[config.mk]
export PLATFORM = sky130hd
export DESIGN_NAME = sc_hex_display_flat
export DESIGN_NICKNAME = d
export VERILOG_FILES = /design/src/rtl/sc_hex_display_if.sv /design/src/rtl/sc_hex_display.sv /design/src/flat_wrapper.sv
export SDC_FILE = /design/constraint.sdc
export NUM_CORES = 1
export LEC_CHECK = 0
export ABC_AREA = 0
export BUFFER_PORTS_ARGS = -buffer_cell sky130_fd_sc_hd__buf_2
export CAP_MARGIN = 10
export CORE_AREA = 4 4 129 131
export CTS_CLUSTER_DIAMETER = 50
export DETAILED_ROUTE_END_ITERATION = 16
export DIE_AREA = 0 0 133 135
export GPL_TIMING_DRIVEN = 0
export SLEW_MARGIN = 40
export SYNTH_ARGS = -nofsm -noshare
export SYNTH_HDL_FRONTEND = slang
export SYNTH_SLANG_ARGS = --single-unit
[constraint.sdc]
create_clock -name clock -period 3.1 [get_ports clock]
set_input_delay 0.31 -clock clock [delete_from_list [all_inputs] [get_ports clock]]
set_output_delay 0.31 -clock clock [all_outputs]
set_load 0.1 [all_outputs]
[src/rtl/sc_hex_display_if.sv]
// Port bundle between the CPU output-port words and the 8-digit seven-segment display.
// The master drives the port words and the source select; the display (slave) drives the digit outputs.
interface sc_hex_display_if;
  logic [31:0] port_a;
  logic [31:0] port_b;
  logic [31:0] port_c;
  logic [1:0]  sel;
  logic [7:0]  an;
  logic [6:0]  seg;
  logic        dp;
  logic        busy;
  logic        ovf;

  modport master (
    output port_a, port_b, port_c, sel,
    input  an, seg, dp, busy, ovf
  );

  modport slave (
    input  port_a, port_b, port_c, sel,
    output an, seg, dp, busy, ovf
  );
endinterface

[src/rtl/sc_hex_display.sv]
// 8-digit multiplexed common-anode display of one selected output-port word.
// Default build shows hex digits; defining SC_HEX_DISP_BCD_EN adds a sequential double-dabble converter for decimal digits.
module sc_hex_display #(
  parameter int SCAN_DIV = 50000,
  parameter bit BLANK_LZ = 1'b1
) (
  input logic              clock,
  input logic              resetn,
  sc_hex_display_if.slave  bus
);

  localparam int PW = $clog2(SCAN_DIV);

  logic [PW-1:0] presc_q;
  logic [2:0]    idx_q;
  logic [31:0]   disp_q;
  logic [31:0]   hold_w;
  logic [31:0]   src;
  logic          ovf_w;
  logic          dash;

  assign dash = (bus.sel == 2'b11);

  // NOTE: every variable written in always_comb gets a default first, so no path can infer a latch.
  always_comb begin
    src = hold_w;
    case (bus.sel)
      2'b00:   src = bus.port_a;
      2'b01:   src = bus.port_b;
      2'b10:   src = bus.port_c;
      default: src = hold_w;
    endcase
  end

  // NOTE: sequential state uses non-blocking assignments so all registers see pre-edge values.
  always_ff @(posedge clock or negedge resetn) begin
    if (!resetn) begin
      presc_q <= '0;
      idx_q   <= '0;
    end else if (presc_q == PW'(SCAN_DIV - 1)) begin
      presc_q <= '0;
      idx_q   <= idx_q + 3'd1;
    end else begin
      presc_q <= presc_q + PW'(1);
    end
  end

`ifdef SC_HEX_DISP_BCD_EN
  typedef enum logic [1:0] {S_IDLE, S_SHIFT, S_DONE} state_e;

  state_e       state_q;
  logic [31:0]  cap_q;
  logic [71:0]  sr_q;
  logic [4:0]   cnt_q;
  logic         busy_q;
  logic         ovf_q;

  // One double-dabble step: correct the ten BCD nibbles above the binary field, then shift.
  function automatic logic [71:0] dd_step(input logic [71:0] s);
    logic [71:0] t;
    t = s;
    for (int n = 0; n < 10; n++) begin
      if (t[32 + 4*n +: 4] >= 4'd5) t[32 + 4*n +: 4] = t[32 + 4*n +: 4] + 4'd3;
    end
    return {t[70:0], 1'b0};
  endfunction

  assign hold_w = cap_q;

  always_ff @(posedge clock or negedge resetn) begin
    if (!resetn) begin
      state_q <= S_IDLE;
      cap_q   <= '0;
      sr_q    <= '0;
      cnt_q   <= '0;
      busy_q  <= 1'b0;
      ovf_q   <= 1'b0;
      disp_q  <= '0;
    end else begin
      case (state_q)
        S_IDLE: begin
          if (src != cap_q) begin
            cap_q   <= src;
            sr_q    <= {40'b0, src};
            cnt_q   <= '0;
            busy_q  <= 1'b1;
            state_q <= S_SHIFT;
          end
        end
        S_SHIFT: begin
          sr_q  <= dd_step(sr_q);
          cnt_q <= cnt_q + 5'd1;
          if (cnt_q == 5'd31) state_q <= S_DONE;
        end
        S_DONE: begin
          disp_q  <= sr_q[63:32];
          ovf_q   <= |sr_q[71:64];
          busy_q  <= 1'b0;
          state_q <= S_IDLE;
        end
        default: state_q <= S_IDLE;
      endcase
    end
  end

  assign bus.busy = busy_q;
  assign ovf_w    = ovf_q;
`else
  // With sel = 11 the source is the shown value itself, so the display simply holds.
  assign hold_w = disp_q;

  always_ff @(posedge clock or negedge resetn) begin
    if (!resetn) disp_q <= '0;
    else         disp_q <= src;
  end

  assign bus.busy = 1'b0;
  assign ovf_w    = 1'b0;
`endif

  function automatic logic [6:0] hex_seg(input logic [3:0] nib);
    logic [6:0] s;
    case (nib)
      4'h0: s = 7'h40;  4'h1: s = 7'h79;  4'h2: s = 7'h24;  4'h3: s = 7'h30;
      4'h4: s = 7'h19;  4'h5: s = 7'h12;  4'h6: s = 7'h02;  4'h7: s = 7'h78;
      4'h8: s = 7'h00;  4'h9: s = 7'h10;  4'hA: s = 7'h08;  4'hB: s = 7'h03;
      4'hC: s = 7'h46;  4'hD: s = 7'h21;  4'hE: s = 7'h06;  default: s = 7'h0E;
    endcase
    return s;
  endfunction

  logic [3:0] nib;
  logic       blank;
  logic [7:0] an_d,  an_q;
  logic [6:0] seg_d, seg_q;
  logic       dp_d,  dp_q;

  // A digit is blanked when it and every more-significant digit are zero; digit 0 always shows.
  always_comb begin
    nib   = disp_q[{idx_q, 2'b00} +: 4];
    blank = BLANK_LZ && (idx_q != 3'd0) && ((disp_q >> {idx_q, 2'b00}) == 32'd0);
    an_d  = ~(8'd1 << idx_q);
    seg_d = hex_seg(nib);
    if (dash)       seg_d = 7'h3F;
    else if (blank) seg_d = 7'h7F;
    dp_d  = ~((idx_q == 3'd0) && ovf_w && !dash);
  end

  always_ff @(posedge clock or negedge resetn) begin
    if (!resetn) begin
      an_q  <= 8'hFE;
      seg_q <= 7'h40;
      dp_q  <= 1'b1;
    end else begin
      an_q  <= an_d;
      seg_q <= seg_d;
      dp_q  <= dp_d;
    end
  end

  assign bus.an  = an_q;
  assign bus.seg = seg_q;
  assign bus.dp  = dp_q;
  assign bus.ovf = ovf_w;

endmodule

[src/flat_wrapper.sv]
// flat-port wrapper written by rule: the top's interface ports become plain ports
module sc_hex_display_flat 
#(
  parameter int SCAN_DIV = 50000,
  parameter bit BLANK_LZ = 1'b1
)
  (clock, resetn, bus_port_a, bus_port_b, bus_port_c, bus_sel, bus_an, bus_seg, bus_dp, bus_busy, bus_ovf);
  sc_hex_display_if bus_i ();
  input logic clock;
  input logic resetn;
  input wire logic [$bits(bus_i.port_a)-1:0] bus_port_a;
  input wire logic [$bits(bus_i.port_b)-1:0] bus_port_b;
  input wire logic [$bits(bus_i.port_c)-1:0] bus_port_c;
  input wire logic [$bits(bus_i.sel)-1:0] bus_sel;
  output wire logic [$bits(bus_i.an)-1:0] bus_an;
  output wire logic [$bits(bus_i.seg)-1:0] bus_seg;
  output wire logic [$bits(bus_i.dp)-1:0] bus_dp;
  output wire logic [$bits(bus_i.busy)-1:0] bus_busy;
  output wire logic [$bits(bus_i.ovf)-1:0] bus_ovf;
  assign bus_i.port_a = bus_port_a;
  assign bus_i.port_b = bus_port_b;
  assign bus_i.port_c = bus_port_c;
  assign bus_i.sel = bus_sel;
  assign bus_an = bus_i.an;
  assign bus_seg = bus_i.seg;
  assign bus_dp = bus_i.dp;
  assign bus_busy = bus_i.busy;
  assign bus_ovf = bus_i.ovf;
  sc_hex_display #(.SCAN_DIV(SCAN_DIV), .BLANK_LZ(BLANK_LZ)) u_core (.clock(clock), .resetn(resetn), .bus(bus_i));
endmodule
* Word level (Yosys, flattened, before mapping)
Memory sizes are Yosys's and may differ from the RTL's.
Cells that the tools add are included.
** Word-level totals
- Output and inout port bits :: 18
- Memory bits (read-only) :: 112
- Memories :: 1
- Bits in registers :: 66
- Word-level logic and storage cells :: 25
- Input port bits :: 100
** Memories
- (name not given) :: words 16, width 7, rd ports 1, clocked after memory_dff 0, wr ports 0, RTL line sc_hex_display.sv:123 : case (nib)
** Operators by class
- Shift operators :: 3
- $add $sub $neg :: 2
- Muxes and demuxes :: 4
- Reductions and logical operators :: 5
- Bitwise operators :: 1
- Eq/ne operators :: 4
** Operators with widths (count)
- 32-bit one-hot mux with 3 select lines :: 1
- 32-bit zero test :: 1
- 32-bit by 6-bit indexed part select with 4-bit output :: 1
- 32-bit by 5-bit >> shifter with 32-bit output :: 1
- 16-bit by 1-bit adder with 16-bit output (second input constant) :: 1
- 16-bit equality test (second input constant) :: 1
- 16-bit 2-to-1 mux :: 1
- 7-bit 2-to-1 mux :: 2
- 8-bit NOT :: 1
- 1-bit by 3-bit << shifter with 8-bit output (first input constant) :: 1
- 3-bit nonzero test :: 2
- 2-bit equality test (second input constant) :: 2
- 3-bit by 1-bit adder with 3-bit output (second input constant) :: 1
- 2-bit by 1-bit equality test with 1-bit output (second input constant) :: 1
- 2-bit zero test :: 1
- 1-bit logical AND :: 1

* Depth between registers and ports, before layout
Gate-level depths: netlist of run 1.
- Word-level depth :: 5
- Depth in mapped cells :: 9
- Mapped depth without buffers :: 7

* Worst setup path after synthesis of run 1
No wires, ideal clock.
- Kind :: register to register
- Start point :: reg u_core.idx_q[0]
- End point :: reg u_core.seg_q[4], in the netlist u_core.bus.seg[4]
- Arrival time :: 2.477 ns
- Buffers on the path :: 1
- Library setup time :: 0.066 ns
- Setup slack :: 0.557 ns
- Stages on the path, launching flop included :: 9
- Data required time :: 3.034 ns
- Period minus slack after synthesis :: 2.543 ns
- Path through :: dfrtp_1 > buf_2 > mux4_2 > mux2i_1 > ha_1 > o211ai_1 > a211o_1 > o31ai_4 > a221o_1
** On the way
- Cells in the longest elaborated chain, start to end :: 5
- Elaborated cells on any way between the ends :: 8
- Those cells by class :: shift (2); mux (2); reduce/logical (3); memory (1)
** RTL lines
- start: declaration :: RTL line sc_hex_display.sv:15 : logic [2:0] idx_q;
- start signal: assignment :: RTL line sc_hex_display.sv:42 : idx_q <= idx_q + 3'd1;
- branches (longest 3 deep; another with memory 16 x 7 bit)
- 7-bit 2-to-1 mux * :: RTL line sc_hex_display.sv:145 : else if (blank) seg_d = 7'h7F;
- 7-bit 2-to-1 mux * :: RTL line sc_hex_display.sv:144 : if (dash) seg_d = 7'h3F;
- net u_core.seg_d[4] :: RTL line sc_hex_display.sv:135 : logic [6:0] seg_d, seg_q;
- end signal: assignment :: RTL line sc_hex_display.sv:156 : seg_q <= seg_d;
- end: declaration :: RTL line sc_hex_display.sv:135
Mark *: on every way through the listed nets, which the timed path passes.
A chain may end at the register's enable or synchronous reset.

* Final worst setup path of run 1
- Start point :: reg u_core.idx_q[2]
- End point :: reg u_core.seg_q[4], in the netlist u_core.bus.seg[4]
Same word-level chain as after synthesis.

==> flow_metrics.env, run 1 <==
export IMPL_status="finished clean"
export IMPL_area_growth_pct=29.9
export IMPL_drive_above_1_share_pct=29.3
export IMPL_worstHoldEndpoint="u_core.disp_q[14]"
export IMPL_grt_pass1_vias=3525
export IMPL_clock_fmax_ghz=0.354
export IMPL_met1_usage_pct=15.8
export IMPL_root_buffer="clkbuf_16"
export IMPL_r2r_slack_ns=0.28
export IMPL_cts_buffers=9
export IMPL_dp_hpwl_um=8610
export IMPL_reg2reg_from="u_core.idx_q[2]"
export IMPL_hold_path_depth=3
export IMPL_synth_area_per_cell_sq_um=9.17
export IMPL_maxSlewViolCount=0
export IMPL_ys_ff_latch=66
export IMPL_post_cts_buffers=0
export IMPL_synth_edff_count=0
export IMPL_synth_most_common_cell="dfrtp_1"
export IMPL_path_clk_slew_ns=0.05
export IMPL_synth_warnings=0
export IMPL_die_x_um=133
export IMPL_use_met3_pct=3.17
export IMPL_grt_most_used_layer="met2"
export IMPL_synth_cell_area_sq_mm=0.00384
export IMPL_cp_arrival_ns=3.08
export IMPL_ios=118
export IMPL_diodes=0
export IMPL_min_path_type="in2reg"
export IMPL_coreArea_sq_mm=0.0156
export IMPL_rsz0062_at_grt="no"
export IMPL_power_per_cell_area_mw_per_mm2=498
export IMPL_fp_dieH_um=135
export IMPL_placed_cell_area_sq_mm=0.00471
export IMPL_maxCapViolations=0
export IMPL_slew_headroom_pct=61.7
export IMPL_hold_viol=0
export IMPL_fill_cells=1674
export IMPL_tightestPinTransition_ns=0.569
export IMPL_post_drt_wl_per_cell_um=14.0
export IMPL_antenna_left=0
export IMPL_gp_congestion=0.883
export IMPL_htreeDepth=3
export IMPL_grt_pass1_wl_um=17700
export IMPL_setup_tns_ns=0
export IMPL_r2r_end="u_core.bus.seg[4]"
export IMPL_yosysUniqueCellTypes=44
export IMPL_clk_latency_ns=0.33
export IMPL_synth_top_area_cell="dfrtp_1"
export IMPL_vias_per_cell=4.51
export IMPL_synth_common_cells="dfrtp_1 (58), nor2_1 (50), nand2_1 (48)"
export IMPL_final_nets=664
export IMPL_hp_start="bus_port_a[14]"
export IMPL_wirelength_um=10800
export IMPL_ir_drop_v=0.000223
export IMPL_drt_pass1_iter_count=6
export IMPL_rows=46
export IMPL_finalSetupViolCount=0
export IMPL_grtUsageMet2_pct=20.6
export IMPL_netlist_instances=419
export IMPL_fp_dieArea_sq_mm=0.0180
export IMPL_finClkSkew_ns=0.0124
export IMPL_synth_ff_type="dfrtp_1"
export IMPL_critPathCaptureType="flop"
export IMPL_timing_final_crit_share_pct=91.0
export IMPL_async_flop_share_pct=100
export IMPL_leakage_uw=0.00225
export IMPL_synth_area_top_cells="dfrtp_1 (38%), a22oi_1 (6.3%), ha_1 (5.5%), dfstp_2 (5.5%), nor2_1 (4.9%)"
export IMPL_antenna_found_initial=0
export IMPL_cts_tree="built"
export IMPL_clock_path_buffers=2
export IMPL_worstSetupStartpointType="flop"
export IMPL_start_util_pct=24.6
export IMPL_grt_usage_pct=12.3
export IMPL_seq_area_frac_synth_pct=43.2
export IMPL_postLayoutCellArea_sq_mm=0.00499
export IMPL_cp_max_fo=10
export IMPL_grt_start_max_net_pins=35
export IMPL_cts_sinks=66
export IMPL_fin_crit_ns=2.82
export IMPL_vias=3466
export IMPL_first_iter_violations=257
export IMPL_synth_top_area_share_pct=37.8
export IMPL_grt_remaining_overflow=0
export IMPL_drc=0
export IMPL_critPathRequiredTime_ns=3.36
export IMPL_r2r_cells=8
export IMPL_worstSetupPathType="reg2reg"
export IMPL_numPortBuffers=114
[where the power goes]
part	internal [uW]	leakage (uW)	switching, uW
sequential	936	0.000824	60.0
combinational	199	0.00130	381
clock	559	0.000133	350
total	1690	0.00225	791
[per-layer routing]
layer,vias to the layer above,part of all wire [%]
met2,106,48
li1,1744,-
met3,10,5.2
met1,1606,46
met5,-,0
met4,0,0.95
[state kept, by name, summed over array words and instances (netlist names)]
register        flops
u_core.bus.an       8
u_core.bus.seg      7
u_core.disp_q      32
u_core.presc_q     16
u_core.idx_q        3
[cell type report]
type                            instances  area [sq um]  share of cell area, %
Buffer                                 31           140                   2.81
Tap cell                              216           270                   5.42
Sequential cell                        66          1660                   33.3
Inverter                               13          48.8                  0.978
Multi-Input combinational cell        310          2000                   40.1
Clock buffer                           13           250                   5.02
Clock inverter                          3          15.0                  0.301
Timing Repair Buffer                  116           603                   12.1
[cell usage in the layout (no fill, tap or decap), types with 2 or more instances in the layout]
master	instances
a21oi_1	36
a22oi_1	32
o21ai_0	4
buf_1	2
buf_2	116
and2_1	2
and3_1	4
dfstp_2	8
nor4_1	9
nor2_1	50
xnor2_1	5
nor2b_1	3
ha_1	17
conb_1	3
mux2i_1	5
buf_4	4
mux2_2	2
clkinv_2	3
a31oi_1	3
inv_1	9
a221o_1	2
clkbuf_1	24
a211o_1	4
dfrtp_1	58
mux2i_2	2
clkbuf_16	9
o21ai_1	32
o211ai_1	2
nand3_1	11
xor2_1	10
nand2_1	48
nor3_1	5
inv_2	4
mux4_2	8
[logic make-up (layout without fill, tap and decap cells)]
logic type	after synthesis	count (layout)	synth area share [%]
AND/OR/NAND/NOR	135	135	15.1
AO/OA/AOI/OAI	122	122	19.8
flip-flops	66	66	43.2
buffers and inverters	44	176	4.88
multiplexers	18	18	7.78
adder cells (fa/ha/maj)	17	17	5.54
XOR/XNOR	15	15	3.42
other	2	3	0.195
[stage by stage]
step / hold WS [ns] / utilization (%) / total power, uW / setup WS, ns / cells
final: 0.251 / 32.0 / 2480 / 0.278 / 768
after global routing: 0.251 / 32.0 / 2620 / 0.00935 / 768
after global placement: 0.480 / 30.0 / 1580 / 0.0571 / 750
after floorplan: 0.0144 / - / 1390 / 0.557 / 420
after CTS: 0.246 / 32.0 / 2510 / 0.0401 / 768
after detailed placement: 0.284 / 30.2 / 1590 / 0.0786 / 751
[critical path, stage by stage (launching register included)]
cell      delay (ns)
dfrtp_1         0.46
clkbuf_2        0.32
mux4_2          0.34
mux2i_1         0.45
ha_1            0.29
o211ai_1        0.09
a211o_1         0.30
o31ai_4         0.34
a221o_1         0.17
[worst max-delay path by stage]
stage	depth (start not counted)	slack [ns]	to	start
2_1_floorplan	8	0.56	u_core.bus.seg[4]	u_core.idx_q[0]
3_3_place_gp	8	0.06	u_core.bus.seg[5]	u_core.idx_q[2]
3_5_place_dp	8	0.08	u_core.bus.seg[4]	u_core.idx_q[2]
4_1_cts	8	0.04	u_core.bus.seg[4]	u_core.idx_q[2]
5_1_grt	8	0.009	u_core.bus.seg[5]	u_core.idx_q[2]
6_report	8	0.28	u_core.bus.seg[4]	u_core.idx_q[2]
[what timing repair did]
item / CTS / global route
setup endpoints to repair: 0 / 6
endpoints found under the hold margin: 32 / 0
resized for setup: 0 / 2
hold buffers: 1 / 0
Power figures use the tool's default switching activity.
==> inputs of run 2 (changes only) <==
CELL_PAD_IN_SITES_DETAIL_PLACEMENT = 0   (was unset)
CELL_PAD_IN_SITES_GLOBAL_PLACEMENT = 1   (was unset)
PLACE_DENSITY_LB_ADDON = 0.1   (was unset)
clock period = 2.66 ns   (was 3.1 ns; I/O delays follow)
==> flow_metrics.env, run 2 (synthesis gave the netlist of run 1 again) <==
export IMPL_cp_buffers_inverters=3
export IMPL_cts_tree="built"
export IMPL_drive_above_1_share_pct=30.9
export IMPL_fin_crit_ns=2.53
export IMPL_grt_pass1_vias=3609
export IMPL_grt_usage_pct=13.1
export IMPL_clock_fmax_ghz=0.395
export IMPL_dpl_cell_count=751
export IMPL_largest_register_ffs=32
export IMPL_finalSetupViolCount=0
export IMPL_ir_drop_v=0.000229
export IMPL_gp_congestion=0.855
export IMPL_critPathCaptureType="flop"
export IMPL_status="finished clean"
export IMPL_numPortBuffers=114
export IMPL_drc=0
export IMPL_dp_hpwl_um=9300
export IMPL_r2r_cells=8
export IMPL_crit_slowest_cell="mux4_2"
export IMPL_power_per_cell_area_mw_per_mm2=597
export IMPL_r2r_slack_ns=0.13
export IMPL_hold_viol=0
export IMPL_final_nets=668
export IMPL_setup_tns_ns=0
export IMPL_largest_register="u_core.disp_q"
export IMPL_whs_ns=0.198
export IMPL_rsz0062_at_grt="no"
export IMPL_maxSlewViolCount=0
export IMPL_path_clk_slew_ns=0.06
export IMPL_cp_max_fo=7
export IMPL_slew_headroom_pct=55.3
export IMPL_die_x_um=133
export IMPL_antenna_found_initial=0
export IMPL_placed_cell_area_sq_mm=0.00471
export IMPL_worstSetupStartpointType="flop"
export IMPL_antenna_left=0
export IMPL_slowest_delay_ns=0.57
export IMPL_post_drt_wl_per_cell_um=15.1
export IMPL_cts_buffers=9
export IMPL_worstSetupPathType="reg2reg"
export IMPL_first_iter_violations=188
export IMPL_start_util_pct=24.6
export IMPL_drt_pass1_iter_count=4
export IMPL_leakage_uw=0.00228
export IMPL_coreArea_sq_mm=0.0156
export IMPL_vias=3505
export IMPL_area_growth_pct=32.4
export IMPL_crit_path_cell_trace="buf_2, mux4_2, mux2i_4, buf_4, inv_2, ha_1, mux2_2, a221o_1"
export IMPL_postLayoutCellArea_sq_mm=0.00509
export IMPL_tightestPinTransition_ns=0.665
export IMPL_fin_cells=772
export IMPL_diodes=0
export IMPL_grt_pass1_wl_um=18700
export IMPL_fin_total_pwr_uw=3040
export IMPL_rows=46
export IMPL_cp_arrival_ns=2.74
export IMPL_cts_sinks=66
export IMPL_grt_remaining_overflow=0
export IMPL_finClkSkew_ns=0.00924
export IMPL_root_buffer="clkbuf_16"
export IMPL_hp_start="bus_port_a[27]"
export IMPL_htreeDepth=3
export IMPL_cp_top_family="multiplexers"
export IMPL_ios=118
export IMPL_maxCapViolations=0
export IMPL_r2r_end="u_core.bus.seg[0]"
export IMPL_final_cell_mix="buf_2 (115), dfrtp_1 (58), nor2_1 (50), nand2_1 (48), a21oi_1 (36)"
export IMPL_grt_start_max_net_pins=35
export IMPL_fp_dieH_um=135
export IMPL_critPathRequiredTime_ns=2.87
export IMPL_hold_path_depth=3
export IMPL_vias_per_cell=4.54
export IMPL_final_common_cell="buf_2"
export IMPL_fp_dieArea_sq_mm=0.0180
export IMPL_reg2reg_from="u_core.idx_q[0]"
export IMPL_wirelength_um=11700
export IMPL_worstHoldEndpoint="u_core.disp_q[27]"
export IMPL_timing_final_crit_share_pct=95.1
export IMPL_clock_path_buffers=2
export IMPL_min_path_type="in2reg"
export IMPL_clk_latency_ns=0.34
[run 2: cell type report]
cell class	instances	area, sq um
plain buffers	31	145
clock buffers	9	225
clock inverters	7	68.8
fillers	1689	10500
inverters	13	48.8
multi-input cells	310	2030
flip-flops and latches	66	1660
well taps	216	270
repair buffers	120	637
[run 2: worst reg2reg max path, cell delays in order (launching register included)]
cell,delay (ns)
dfrtp_1,0.37
buf_2,0.22
mux4_2,0.57
mux2i_4,0.19
buf_4,0.15
inv_2,0.04
ha_1,0.26
mux2_2,0.29
a221o_1,0.30
[run 2: per-layer routing]
metal	GRT usage [%]	share of wire (%)	up-vias
met5	0	0	-
met4	5.02	1.6	0
met3	2.57	5.7	12
met2	20.9	46	114
met1	17.5	47	1623
li1	-	-	1756
[run 2: through the flow]
step | utilization (%) | setup slack [ns]
finish | 32.6 | 0.129
global route | 32.6 | 0.00140
CTS | 32.5 | 0.0181
detailed placement | 30.2 | -0.389
global placement | 30.0 | -0.427
floorplan | - | 0.117
[run 2: worst max-delay path by stage]
stage               startpoint  depth (start not counted)  slack, ns           endpoint
4_1_cts        u_core.idx_q[2]                          8       0.02  u_core.bus.seg[4]
3_3_place_gp   u_core.idx_q[2]                          8      -0.43  u_core.bus.seg[4]
2_1_floorplan  u_core.idx_q[0]                          8       0.12  u_core.bus.seg[4]
6_report       u_core.idx_q[0]                          8       0.13  u_core.bus.seg[0]
3_5_place_dp   u_core.idx_q[2]                          8      -0.39  u_core.bus.seg[0]
5_1_grt        u_core.idx_q[1]                          9      0.001  u_core.bus.seg[0]
[run 2: report_power, final]
| part | switching (uW) | total [uW] | leakage (uW) | internal [uW] |
|---|---|---|---|---|
| Sequential | 75.0 | 1160 | 0.000824 | 1090 |
| Combinational | 457 | 703 | 0.00131 | 246 |
| Clock | 448 | 1170 | 0.000142 | 722 |
[run 2: repair_timing]
| action | 4_1_cts | 5_1_grt |
|---|---|---|
| resized for setup | 6 | 3 |
| gates cloned | 0 | 0 |
| setup buffers | 2 | 2 |
| hold endpoints to repair | 32 | 0 |
| hold buffers | 1 | 0 |
| endpoints found under the setup margin | 7 | 7 |
| pin swaps | 0 | 1 |
